===== src/rtl/fp16_pipe_arbiter_pkg.sv =====
// Shared widths, requester ids and the round-robin pick for the fp16 unit arbiter.
`ifndef FP16_WIDTH
`define FP16_WIDTH 16
`endif
`ifndef FP16_ARB_NREQ
`define FP16_ARB_NREQ 2
`endif
`ifndef FP16_ARB_ID_WIDTH
`define FP16_ARB_ID_WIDTH 1
`endif

package fp16_pipe_arbiter_pkg;

    localparam int FP16_W = `FP16_WIDTH;
    localparam int ID_W   = `FP16_ARB_ID_WIDTH;

    typedef logic [FP16_W-1:0] fp16_t;

    typedef enum logic [ID_W-1:0] {
        REQ0 = ID_W'(0),
        REQ1 = ID_W'(1)
    } req_id_e;

    // One entry of the ownership pipeline that travels alongside an operation.
    typedef struct packed {
        logic    valid;
        req_id_e id;
    } tag_t;

    // Picks the requester to serve; on contention the one not served last wins.
    function automatic req_id_e rr_pick(input logic elig0, input logic elig1,
                                        input req_id_e last_id);
        if (elig0 && elig1) begin
            return (last_id == REQ0) ? REQ1 : REQ0;
        end else if (elig1) begin
            return REQ1;
        end else begin
            return REQ0;
        end
    endfunction

endpackage


===== src/rtl/fp16_rsp_fifo.sv =====
// First-word-fall-through response FIFO that also reports its occupancy.
module fp16_rsp_fifo
    import fp16_pipe_arbiter_pkg::*;
#(
    parameter int DEPTH = 4
) (
    input  logic                   clk,
    input  logic                   rst_n,
    input  logic                   push,
    input  fp16_t                  push_data,
    input  logic                   pop,
    output fp16_t                  head,
    output logic                   empty,
    output logic [$clog2(DEPTH):0] count
);

    localparam int PTR_W = $clog2(DEPTH);

    fp16_t            mem [DEPTH];
    logic [PTR_W-1:0] wptr;
    logic [PTR_W-1:0] rptr;
    logic             do_pop;

    assign do_pop = pop && !empty;
    assign head   = mem[rptr];
    assign empty  = (count == '0);

    // Storage, wrapping pointers and occupancy; a push and a pop in one cycle both happen.
    always_ff @(posedge clk or negedge rst_n) begin
        if (!rst_n) begin
            for (int i = 0; i < DEPTH; i++) begin
                mem[i] <= '0;
            end
            wptr  <= '0;
            rptr  <= '0;
            count <= '0;
        end else begin
            if (push) begin
                mem[wptr] <= push_data;
                wptr      <= wptr + 1'b1;
            end
            if (do_pop) begin
                rptr <= rptr + 1'b1;
            end
            if (push && !do_pop) begin
                count <= count + 1'b1;
            end else if (!push && do_pop) begin
                count <= count - 1'b1;
            end
        end
    end

endmodule


===== src/rtl/fp16_pipe_arbiter.sv =====
// Shares one fixed-latency fp16 unit between two requesters with credit-based response FIFOs.
module fp16_pipe_arbiter
    import fp16_pipe_arbiter_pkg::*;
#(
    parameter int LATENCY   = 4,
    parameter int RSP_DEPTH = 4
) (
    input  logic                   i_clk,
    input  logic                   i_rst_n,
    input  logic                   i_req0_valid,
    output logic                   o_req0_ready,
    input  logic [`FP16_WIDTH-1:0] i_req0_a,
    input  logic [`FP16_WIDTH-1:0] i_req0_b,
    input  logic                   i_req1_valid,
    output logic                   o_req1_ready,
    input  logic [`FP16_WIDTH-1:0] i_req1_a,
    input  logic [`FP16_WIDTH-1:0] i_req1_b,
    output logic                   o_op_valid,
    output logic [`FP16_WIDTH-1:0] o_op_a,
    output logic [`FP16_WIDTH-1:0] o_op_b,
    input  logic [`FP16_WIDTH-1:0] i_res_data,
    output logic                   o_rsp0_valid,
    input  logic                   i_rsp0_ready,
    output logic [`FP16_WIDTH-1:0] o_rsp0_data,
    output logic                   o_rsp1_valid,
    input  logic                   i_rsp1_ready,
    output logic [`FP16_WIDTH-1:0] o_rsp1_data,
    output logic                   o_busy
);

    localparam int               CNT_W   = $clog2(RSP_DEPTH) + 1;
    localparam logic [CNT_W-1:0] CNT_MAX = CNT_W'(RSP_DEPTH);

    logic [CNT_W-1:0] cnt0;
    logic [CNT_W-1:0] cnt1;
    logic [CNT_W-1:0] occ0;
    logic [CNT_W-1:0] occ1;
    logic             elig0;
    logic             elig1;
    logic             grant0;
    logic             grant1;
    logic             wr0;
    logic             wr1;
    logic             pop0;
    logic             pop1;
    logic             empty0;
    logic             empty1;
    logic             inflight;
    req_id_e          last_id;
    req_id_e          pick_id;
    tag_t             tag_pipe [0:LATENCY];

    // A requester holding all of its credits must wait; the credit count already
    // covers every result that could still land in its FIFO, so no result is dropped.
    assign elig0   = i_rst_n && i_req0_valid && (cnt0 < CNT_MAX);
    assign elig1   = i_rst_n && i_req1_valid && (cnt1 < CNT_MAX);
    assign pick_id = rr_pick(elig0, elig1, last_id);
    assign grant0  = elig0 && (pick_id == REQ0);
    assign grant1  = elig1 && (pick_id == REQ1);

    assign o_req0_ready = grant0;
    assign o_req1_ready = grant1;

    assign wr0  = tag_pipe[LATENCY].valid && (tag_pipe[LATENCY].id == REQ0);
    assign wr1  = tag_pipe[LATENCY].valid && (tag_pipe[LATENCY].id == REQ1);
    assign pop0 = o_rsp0_valid && i_rsp0_ready;
    assign pop1 = o_rsp1_valid && i_rsp1_ready;

    assign o_rsp0_valid = !empty0;
    assign o_rsp1_valid = !empty1;

    // Registers the granted operand pair into the unit and remembers who was served.
    always_ff @(posedge i_clk or negedge i_rst_n) begin
        if (!i_rst_n) begin
            o_op_valid <= 1'b0;
            o_op_a     <= '0;
            o_op_b     <= '0;
            last_id    <= REQ1;
        end else if (grant0) begin
            o_op_valid <= 1'b1;
            o_op_a     <= i_req0_a;
            o_op_b     <= i_req0_b;
            last_id    <= REQ0;
        end else if (grant1) begin
            o_op_valid <= 1'b1;
            o_op_a     <= i_req1_a;
            o_op_b     <= i_req1_b;
            last_id    <= REQ1;
        end else begin
            o_op_valid <= 1'b0;
        end
    end

    // Ownership tags ride alongside the unit so the last stage lines up with i_res_data.
    always_ff @(posedge i_clk or negedge i_rst_n) begin
        if (!i_rst_n) begin
            for (int i = 0; i <= LATENCY; i++) begin
                tag_pipe[i] <= '0;
            end
        end else begin
            tag_pipe[0] <= '{valid: (grant0 || grant1), id: (grant1 ? REQ1 : REQ0)};
            for (int i = 1; i <= LATENCY; i++) begin
                tag_pipe[i] <= tag_pipe[i-1];
            end
        end
    end

    // Per-requester credits: taken on issue, returned when the response is consumed.
    always_ff @(posedge i_clk or negedge i_rst_n) begin
        if (!i_rst_n) begin
            cnt0 <= '0;
            cnt1 <= '0;
        end else begin
            if (grant0 && !pop0) begin
                cnt0 <= cnt0 + 1'b1;
            end else if (!grant0 && pop0) begin
                cnt0 <= cnt0 - 1'b1;
            end
            if (grant1 && !pop1) begin
                cnt1 <= cnt1 + 1'b1;
            end else if (!grant1 && pop1) begin
                cnt1 <= cnt1 - 1'b1;
            end
        end
    end

    // Anything still travelling through the unit keeps the block busy.
    always_comb begin
        inflight = 1'b0;
        for (int i = 0; i <= LATENCY; i++) begin
            inflight = inflight | tag_pipe[i].valid;
        end
    end

    assign o_busy = inflight || (occ0 != '0) || (occ1 != '0);

    fp16_rsp_fifo #(.DEPTH(RSP_DEPTH)) u_rsp0_fifo (
        .clk       (i_clk),
        .rst_n     (i_rst_n),
        .push      (wr0),
        .push_data (i_res_data),
        .pop       (pop0),
        .head      (o_rsp0_data),
        .empty     (empty0),
        .count     (occ0)
    );

    fp16_rsp_fifo #(.DEPTH(RSP_DEPTH)) u_rsp1_fifo (
        .clk       (i_clk),
        .rst_n     (i_rst_n),
        .push      (wr1),
        .push_data (i_res_data),
        .pop       (pop1),
        .head      (o_rsp1_data),
        .empty     (empty1),
        .count     (occ1)
    );

endmodule


===== config.mk =====
export PLATFORM = sky130hd
export DESIGN_NAME = fp16_pipe_arbiter
export DESIGN_NICKNAME = d
export VERILOG_FILES = /design/src/rtl/fp16_pipe_arbiter_pkg.sv /design/src/rtl/fp16_rsp_fifo.sv /design/src/rtl/fp16_pipe_arbiter.sv
export SDC_FILE = /design/constraint.sdc
export NUM_CORES = 1
export LEC_CHECK = 0
export ABC_AREA = 1
export BUFFER_PORTS_ARGS = -buffer_cell sky130_fd_sc_hd__buf_2
export CORE_MARGIN = 8
export CORE_UTILIZATION = 51
export DETAILED_ROUTE_END_ITERATION = 10
export PLACE_DENSITY_LB_ADDON = 0.08
export SLEW_MARGIN = 20
export SYNTH_ARGS = -nofsm -noshare
export SYNTH_HDL_FRONTEND = slang
export SYNTH_SLANG_ARGS = --single-unit
export TNS_END_PERCENT = 50

===== constraint.sdc =====
create_clock -name i_clk -period 2.3 [get_ports i_clk]
set_clock_uncertainty 0.2 [all_clocks]
set_input_delay 0.345 -clock i_clk [delete_from_list [all_inputs] [get_ports i_clk]]
set_output_delay 0.345 -clock i_clk [all_outputs]
set_load 0.03 [all_outputs]

==> impl_metrics.env, run 1 <==
export IMPL_post_cts_repair_setup_buffers=0
export IMPL_outcome="complete, no violations"
export IMPL_switchingPower_uw=6714
export IMPL_track_usage=0.2133
export IMPL_drv_slew=0
export IMPL_crit_path_cell_chain="inv_4 > buf_12 > nor2_1 > o22ai_1 > buf_2"
export IMPL_buffer_ports_inserted=155
export IMPL_final_period_utilization=0.9663
export IMPL_worst_path_stages=5
export IMPL_p_total_uw=16020
export IMPL_drv_max_cap_violation_count=0
export IMPL_postSynth_asyncResetShare=1.000
export IMPL_cp_buffers_inverters=3
export IMPL_timing_final_setup_violations=0
export IMPL_fmax_ghz=0.4499
export IMPL_critPathRequiredTime_ns=1.75
export IMPL_via_count=7182
export IMPL_cts_buffers_inserted=17
export IMPL_fin_ws_ns=0.07751
export IMPL_synth_sequential_area_ratio=0.5322
export IMPL_synth_avg_cell_area_um2=9.465
export IMPL_synthesis_yosys_warnings=0
export IMPL_power_leakage_uw=0.005247
export IMPL_area_delta_synth_final_pct=21.20
export IMPL_powerDensity_mw_per_mm2=1472
export IMPL_dp_hpwl_um=14470
export IMPL_multi_input_comb_area_mm2=0.003643
export IMPL_setup_repair_after_global_routing_missed_its_margin="yes"
export IMPL_netlist_cell_type_count=35
export IMPL_route_antenna_remaining_nets=0
export IMPL_synth_enable_flop_cells=0
export IMPL_hold_worst_slack_ns=0.02263
export IMPL_regToRegSetupSlack_ns=0.18
export IMPL_synth_top_cells_by_area="sky130_fd_sc_hd__dfrtp_1 (53%), sky130_fd_sc_hd__nand2_1 (7.4%), sky130_fd_sc_hd__o21ai_1 (5.7%)"
export IMPL_worstSetupPathType="flop to primary output"
export IMPL_wire_length_of_the_first_global_routing_pass_um=37650
export IMPL_post_synth_top_area_cell="sky130_fd_sc_hd__dfrtp_1"
export IMPL_post_route_cells_drive_above_1_share=0.2663
export IMPL_viasPerCell=5.285
export IMPL_clock_network_latency_to_the_later_pin_of_the_worst_skew_pair_ns=0.43
export IMPL_cp_slowest_cell="sky130_fd_sc_hd__dfrtp_2"
export IMPL_internal_power_uw=9308
export IMPL_slew_headroom=0.4374
export IMPL_worst_path_max_fanout=9
export IMPL_fp_dieArea_mm2=0.02211
export IMPL_firstDrtPassIters=5
export IMPL_report_final_hold_viol_count=0
export IMPL_routed_wl_um=22820
export IMPL_clkTransAtPathRegs_ns=0.07
export IMPL_yosys_most_used_dff="sky130_fd_sc_hd__dfrtp_1"
export IMPL_layout_nets=1223
export IMPL_placement_rows=48
export IMPL_nFillCells=1468
export IMPL_drc=0
export IMPL_clkSinkCount=191
export IMPL_grt_pass1_vias=7219
export IMPL_design_core_area_mm2=0.01724
export IMPL_detailed_place_area_mm2=0.009871
export IMPL_syn_num_nets=1051
export IMPL_stage_delay_of_the_slowest_cell_on_the_critical_path_ns=0.44
export IMPL_timing_final_crit_period_ns=2.222
export IMPL_ios=156
export IMPL_synthesis_instances=949
export IMPL_fraction_of_power_consumed_by_combinational_cells=0.450
export IMPL_ys_ff_latch=191
export IMPL_initial_core_util=0.5211
export IMPL_fraction_of_power_spent_switching_nets=0.4191
export IMPL_timing_critical_path_to_type="primary output"
export IMPL_die_y_um=148.7
export IMPL_routabilityCongestion=0.7575
export IMPL_tritoncts="built"
export IMPL_worst_r2r_path_depth=8
export IMPL_grt_start_max_net_pins=67
export IMPL_diodes=0
export IMPL_worstReg2RegStart="cnt1[2]"
export IMPL_tightest_slew_ns=0.8439
export IMPL_max_clock_path_buffers=2
export IMPL_sequential_share_of_power=0.360
export IMPL_timing_critical_path_arrival_ns=1.68
export IMPL_fp_dieW_um=148.7
export IMPL_synth_cell_area_mm2=0.008982
export IMPL_synth_largest_type_area_fraction=0.5293
export IMPL_pre_cts_setup_slack_ns=0.1568
export IMPL_largest_delay_share_family_worst_path="buffers and inverters"
export IMPL_cts_htree_levels=4
export IMPL_worst_hold_path_type="primary input to flop"
export IMPL_critPathLaunchType="flop"
export IMPL_stdcell_area_mm2=0.01089
export IMPL_critPathLaunch="u_rsp1_fifo.rptr[0]"
export IMPL_routedWlPerCell_um=16.79
export IMPL_total_grt_overflow=0
export IMPL_ir_drop_mv=0.8339
export IMPL_critical_path_reg2reg_endpoint="cnt0[1]"
export IMPL_detailedRoute_firstIterationViolations=466
export IMPL_worstSetupEndpoint="o_rsp1_data[12]"
export IMPL_antenna_found_initial=4
export IMPL_clock_power_share=0.190
export IMPL_ctsRootBufferMaster="sky130_fd_sc_hd__clkbuf_16"
export IMPL_sequential_cell_area_mm2=0.004782
-- registers in the layout (all words and copies together), names as in the netlist --
name               flops
u_rsp1_fifo.count      3
u_rsp1_fifo.mem       64
cnt0                   3
o_op_b                16
tag_pipe               9
last_id                1
u_rsp1_fifo.rptr       2
u_rsp0_fifo.count      3
u_rsp0_fifo.rptr       2
u_rsp0_fifo.wptr       2
o_op_valid             1
o_op_a                16
cnt1                   3
u_rsp1_fifo.wptr       2
u_rsp0_fifo.mem       64
-- logic make-up after synthesis --
family | Yosys count | share of synthesized area
and+or+nand+nor | 353 | 0.1740
AOI/OAI and AO/OA | 270 | 0.1872
DFF | 191 | 0.5322
buffers and inverters | 103 | 0.06421
adders and majority gates | 16 | 0.02563
xor gates and xnor gates | 12 | 0.01170
muxes | 4 | 0.005014
-- Yosys cell counts (5+ instances only) --
master	instances
sky130_fd_sc_hd__nand2_1	176
sky130_fd_sc_hd__nor2_1	69
sky130_fd_sc_hd__nand3_2	11
sky130_fd_sc_hd__ha_1	12
sky130_fd_sc_hd__a21boi_2	27
sky130_fd_sc_hd__o22ai_1	32
sky130_fd_sc_hd__buf_2	36
sky130_fd_sc_hd__xor2_1	8
sky130_fd_sc_hd__o21ai_2	26
sky130_fd_sc_hd__o21ai_1	103
sky130_fd_sc_hd__dfrtp_1	190
sky130_fd_sc_hd__buf_6	15
sky130_fd_sc_hd__a21oi_1	5
sky130_fd_sc_hd__o21ai_0	71
sky130_fd_sc_hd__clkbuf_1	10
sky130_fd_sc_hd__nand3_1	88
sky130_fd_sc_hd__a21boi_0	5
sky130_fd_sc_hd__inv_1	35
-- through the flow --
stage | TNS (ns) | instances | utilization
3_5_place_dp | 0 | 1292 | 0.5727
4_1_cts | 0 | 1357 | 0.6271
5_1_grt | -0.01473 | 1359 | 0.6316
6_report | 0 | 1359 | 0.6316
2_1_floorplan | -0.1067 | 949 | -
3_3_place_gp | 0 | 1292 | 0.5727
-- per-layer routing --
metal | share of wire | up-vias | GRT usage
met5 | 0.0017 | - | 0
met4 | 0.0085 | 8 | 0.05507
met3 | 0.076 | 28 | 0.07353
met2 | 0.46 | 223 | 0.3391
met1 | 0.45 | 3384 | 0.2735
li1 | - | 3539 | -
-- worst min-delay path by stage --
stage / start / to / slack, ns / cells past startpoint
after CTS: i_req0_a[10] / o_op_a[10] / 0.02 / 3
after global placement: i_rst_n / cnt1[2] / -0.04 / 1
after global routing: i_req0_a[0] / o_op_a[0] / 0.03 / 3
after detailed placement: i_rst_n / cnt1[2] / -0.03 / 1
after floorplan: i_rst_n / cnt0[0] / -0.15 / 0
final: i_req0_a[0] / o_op_a[0] / 0.02 / 3
-- placed cells by master (no fill, tap or decap), types with 3 or more instances in the layout --
master	Yosys	final
sky130_fd_sc_hd__dfrtp_1	190	189
sky130_fd_sc_hd__nand2_1	176	176
sky130_fd_sc_hd__buf_2	36	152
sky130_fd_sc_hd__o21ai_1	103	103
sky130_fd_sc_hd__nand3_1	88	88
sky130_fd_sc_hd__o21ai_0	71	71
sky130_fd_sc_hd__nor2_1	69	69
sky130_fd_sc_hd__dlygate4sd3_1	0	33
sky130_fd_sc_hd__o22ai_1	32	31
sky130_fd_sc_hd__inv_1	35	30
sky130_fd_sc_hd__a21boi_2	27	27
sky130_fd_sc_hd__o21ai_2	26	26
sky130_fd_sc_hd__buf_4	0	24
sky130_fd_sc_hd__clkbuf_16	0	19
sky130_fd_sc_hd__nand3_2	11	11
sky130_fd_sc_hd__ha_1	12	11
sky130_fd_sc_hd__xor2_1	8	8
sky130_fd_sc_hd__clkinv_2	0	7
sky130_fd_sc_hd__a21boi_0	5	5
sky130_fd_sc_hd__a21oi_1	5	5
sky130_fd_sc_hd__inv_2	2	4
sky130_fd_sc_hd__nand2_4	4	4
sky130_fd_sc_hd__mux2_2	4	4
sky130_fd_sc_hd__xnor2_1	4	4
sky130_fd_sc_hd__fa_1	4	4
sky130_fd_sc_hd__bufinv_16	0	4
sky130_fd_sc_hd__clkinvlp_4	0	3
sky130_fd_sc_hd__buf_12	1	3
-- worst reg2reg max path, cell delays in order, from the launching register on --
cell,delay (ns)
sky130_fd_sc_hd__dfrtp_1,0.36
sky130_fd_sc_hd__inv_1,0.11
sky130_fd_sc_hd__nand3_4,0.10
sky130_fd_sc_hd__o21ai_4,0.17
sky130_fd_sc_hd__clkinvlp_4,0.11
sky130_fd_sc_hd__ha_1,0.19
sky130_fd_sc_hd__inv_1,0.09
sky130_fd_sc_hd__fa_1,0.41
sky130_fd_sc_hd__mux2_2,0.26
-- layout make-up --
class / count / share of cell area
sequential: 191 / 0.4393
multi-input combinational: 655 / 0.3347
clock inverter: 13 / 0.01575
tap: 225 / 0.02586
timing repair buffer: 217 / 0.1299
inverter: 39 / 0.01483
clock buffer: 19 / 0.03977
-- power by group through the flow --
stage / combinational [uW] / sequential, uW / clock (uW)
2_1_floorplan: 4590 / 6210 / 0
3_3_place_gp: 6980 / 5760 / 0
3_5_place_dp: 7080 / 5760 / 0
4_1_cts: 7150 / 5740 / 3110
5_1_grt: 8030 / 5960 / 3250
6_report: 7220 / 5760 / 3040
-- what timing repair did --
action | CTS | global route
setup endpoints to repair | 9 | 11
pin swaps | 0 | 1
gates resized for setup | 2 | 10
gates cloned | 0 | 2
hold buffers | 33 | 0
hold endpoints to repair | 103 | 0
No activity file was read; power rests on OpenSTA's default activity.
==> inputs of run 2 (changes only) <==
ABC_AREA = default   (was 1)
CORE_UTILIZATION = 50   (was 51)
==> run 2 against run 1 <==
  * The flow now finishes with violations (setup timing)
  * First-iteration DRC count decreased by 37%
  * Wire length decreased by 9.6%
  * Clock power down 1%
  * Utilization rose by 3.8 points
  * Worst hold slack got worse by 0.0034 ns
  * Critical path depth down 1
  * Die area down 2.9%
  * Setup slack worse by 0.30 ns
==> impl_metrics.env, run 2 <==
export IMPL_track_usage=0.1997
export IMPL_cts_htree_levels=4
export IMPL_synth_top_family_by_area="multiplexers"
export IMPL_die_y_um=146.6
export IMPL_drv_max_cap_violation_count=0
export IMPL_synth_sequential_area_ratio=0.5610
export IMPL_dp_hpwl_um=13280
export IMPL_yosys_most_used_dff="sky130_fd_sc_hd__dfrtp_1"
export IMPL_fmax_ghz=0.3962
export IMPL_synthesis_yosys_warnings=0
export IMPL_power_leakage_uw=0.004982
export IMPL_layout_top_registers="u_rsp0_fifo.mem x64, u_rsp1_fifo.mem x64"
export IMPL_min_from="i_req0_a[10]"
export IMPL_post_place_cells=959
export IMPL_postSynth_asyncResetShare=1.000
export IMPL_post_synth_xor_area_fraction=0.01850
export IMPL_ir_drop_mv=0.8697
export IMPL_setup_repair_after_global_routing_missed_its_margin="yes"
export IMPL_timing_final_crit_period_ns=2.524
export IMPL_tritoncts="built"
export IMPL_number_of_instances_on_the_worst_hold_path=3
export IMPL_cts_buffers_inserted=17
export IMPL_total_grt_overflow=0
export IMPL_synth_avg_cell_area_um2=14.13
export IMPL_synth_top_cells_by_area="sky130_fd_sc_hd__dfrtp_1 (56%), sky130_fd_sc_hd__mux2_2 (17%), sky130_fd_sc_hd__mux4_2 (8.5%)"
export IMPL_slew_headroom=0.4392
export IMPL_max_clock_path_buffers=2
export IMPL_number_of_standard_cells_in_the_final_layout_excluding_fillers=1064
export IMPL_worst_hold_path_type="primary input to flop"
export IMPL_ios=156
export IMPL_viasPerCell=5.446
export IMPL_layout_nets=932
export IMPL_synth_top_cells_by_count="sky130_fd_sc_hd__dfrtp_1 (190), sky130_fd_sc_hd__mux2_2 (130), sky130_fd_sc_hd__nand3_1 (66)"
export IMPL_buffer_ports_inserted=155
export IMPL_pre_cts_setup_slack_ns=0.01457
export IMPL_placement_rows=47
export IMPL_routedWlPerCell_um=19.39
export IMPL_clkTransAtPathRegs_ns=0.07
export IMPL_design_core_area_mm2=0.01664
export IMPL_synthesized_area_fraction_occupied_by_adder_cells=0.02702
export IMPL_worstSetupPathType="flop to primary output"
export IMPL_fin_ws_ns=-0.2241
export IMPL_timing_final_setup_violations=1
export IMPL_initial_core_util=0.5121
export IMPL_dr_wl_met2_um=9757
export IMPL_routabilityCongestion=0.7889
export IMPL_outcome="complete, but fails checks"
export IMPL_post_route_cells_drive_above_1_share=0.4781
export IMPL_regToRegSetupSlack_ns=0
export IMPL_synth_enable_flop_cells=0
export IMPL_worstReg2RegStart="u_rsp0_fifo.count[1]"
export IMPL_mostFrequentLayoutCell="sky130_fd_sc_hd__dfrtp_1"
export IMPL_timing_critical_path_arrival_ns=1.98
export IMPL_hold_path_end="o_op_a[10]"
export IMPL_routed_wl_um=20630
export IMPL_area_delta_synth_final_pct=30.71
export IMPL_synthSimpleGateAreaFrac=0.06357
export IMPL_grt_pass1_vias=6488
export IMPL_netlist_cell_type_count=32
export IMPL_powerDensity_mw_per_mm2=1461
export IMPL_ctsRootBufferMaster="sky130_fd_sc_hd__clkbuf_16"
export IMPL_report_final_hold_viol_count=0
export IMPL_worst_path_max_fanout=2
export IMPL_critPathLaunchType="flop"
export IMPL_synth_compound_gate_area_share=0.03083
export IMPL_failing_checks="setup timing"
export IMPL_worst_r2r_path_depth=9
export IMPL_fp_dieArea_mm2=0.02148
export IMPL_synthMostInstantiatedCell="sky130_fd_sc_hd__dfrtp_1"
export IMPL_clock_network_latency_to_the_later_pin_of_the_worst_skew_pair_ns=0.43
export IMPL_top_layer="met4"
export IMPL_post_synth_top_area_cell="sky130_fd_sc_hd__dfrtp_1"
export IMPL_synthesis_instances=603
export IMPL_synth_cell_area_mm2=0.008522
export IMPL_tightest_slew_ns=0.8412
export IMPL_layout_common_cells="sky130_fd_sc_hd__dfrtp_1 (189), sky130_fd_sc_hd__mux2_2 (130), sky130_fd_sc_hd__buf_2 (130)"
export IMPL_routed_wl_met3_um=1650
export IMPL_grt_start_max_net_pins=112
export IMPL_wire_length_of_the_first_global_routing_pass_um=34130
export IMPL_clkSinkCount=191
export IMPL_drv_slew=0
export IMPL_drc=0
export IMPL_syn_num_nets=705
export IMPL_critical_path_reg2reg_endpoint="cnt0[2]"
export IMPL_route_antenna_remaining_nets=0
export IMPL_synth_largest_type_area_fraction=0.5579
export IMPL_critPathRequiredTime_ns=1.75
export IMPL_final_period_utilization=1.097
export IMPL_timing_critical_path_to_type="primary output"
export IMPL_ys_ff_latch=191
export IMPL_fp_dieW_um=146.6
export IMPL_via_count=5795
export IMPL_fraction_of_synthesized_area_in_multiplexers=0.2590
export IMPL_detailedRoute_firstIterationViolations=295
export IMPL_met1Wirelength_um=8821
export IMPL_firstDrtPassIters=5
export IMPL_antenna_found_initial=1
run 2: changes by cell type in the layout (fill, tap and decap cells not counted), moves of 32 or more:
cell,delta
sky130_fd_sc_hd__o21ai_1,-103
sky130_fd_sc_hd__nand2_1,-173
sky130_fd_sc_hd__o21ai_0,-69
sky130_fd_sc_hd__mux2_2,+126
sky130_fd_sc_hd__nor2_1,-64
sky130_fd_sc_hd__mux4_2,+32
sky130_fd_sc_hd__o211ai_1,+32
run 2: worst max-delay path by stage:
stage	from	depth (start not counted)	to
2_1_floorplan	cnt1[2]	9	cnt0[1]
3_3_place_gp	u_rsp1_fifo.count[1]	8	u_rsp1_fifo.count[2]
3_5_place_dp	u_rsp1_fifo.count[1]	8	u_rsp1_fifo.count[2]
4_1_cts	u_rsp0_fifo.count[1]	4	o_busy
5_1_grt	u_rsp0_fifo.count[1]	4	o_busy
6_report	u_rsp0_fifo.count[1]	4	o_busy
run 2: routing by layer:
layer  track usage  up-vias
met2        0.3176      233
met1        0.2511     2899
met5             0        -
li1              -     2622
met3       0.07046       41
met4       0.06337        0
run 2: critical path: stages, from the launching register on:
cell and delay (ns):
sky130_fd_sc_hd__dfrtp_1 0.39, sky130_fd_sc_hd__or3_4 0.41, sky130_fd_sc_hd__buf_6 0.12, sky130_fd_sc_hd__or4_4 0.48, sky130_fd_sc_hd__buf_6 0.15
run 2: per-stage QoR:
stage	setup TNS, ns	util	hold WS [ns]	area [um^2]	power [uW]
floorplan	-0.008731	-	-0.1506	8588	10670
detailed placement	0	0.5779	0.1365	9618	12560
CTS	-0.9396	0.6682	0.009381	11120	16450
global placement	0	0.5779	0.1341	9618	12280
finish	-0.2241	0.6693	0.01927	11140	16270
global route	-0.9048	0.6693	0.03712	11140	17210
run 2: cell type report:
cell class | instances | area, um^2
Antenna cell | 1 | 2.502
Clock buffer | 19 | 452.9
Clock inverter | 13 | 152.6
Fill cell | 1188 | 5503
Inverter | 41 | 158.9
Multi-Input combinational cell | 333 | 3483
Sequential cell | 191 | 4782
Tap cell | 220 | 275.3
Timing Repair Buffer | 246 | 1832
run 2: timing repair:
item	4_1_cts	5_1_grt
hold buffers	64	0
buffers inserted	5	5
setup endpoints to repair	26	38
cloned	1	0
pin swaps	1	6
hold endpoints to repair	156	0
gates resized for setup	54	9
run 2: kinds of logic after synthesis:
| kind of cell | count (synthesis) |
|---|---|
| adder cells (fa/ha/maj) | 16 |
| AO/OA/AOI/OAI | 36 |
| flip-flops | 191 |
| buffers and inverters | 79 |
| AND/OR/NAND/NOR | 99 |
| multiplexers | 164 |
| XOR/XNOR | 18 |
run 2: where the power goes:
group          switching, uW  leakage [uW]  total (uW)  internal (uW)
registers                797       0.00226        5670           4880
logic                   3940       0.00243        7600           3660
clock network           1320      0.000288        3000           1680
total                   6050       0.00498       16300          10200
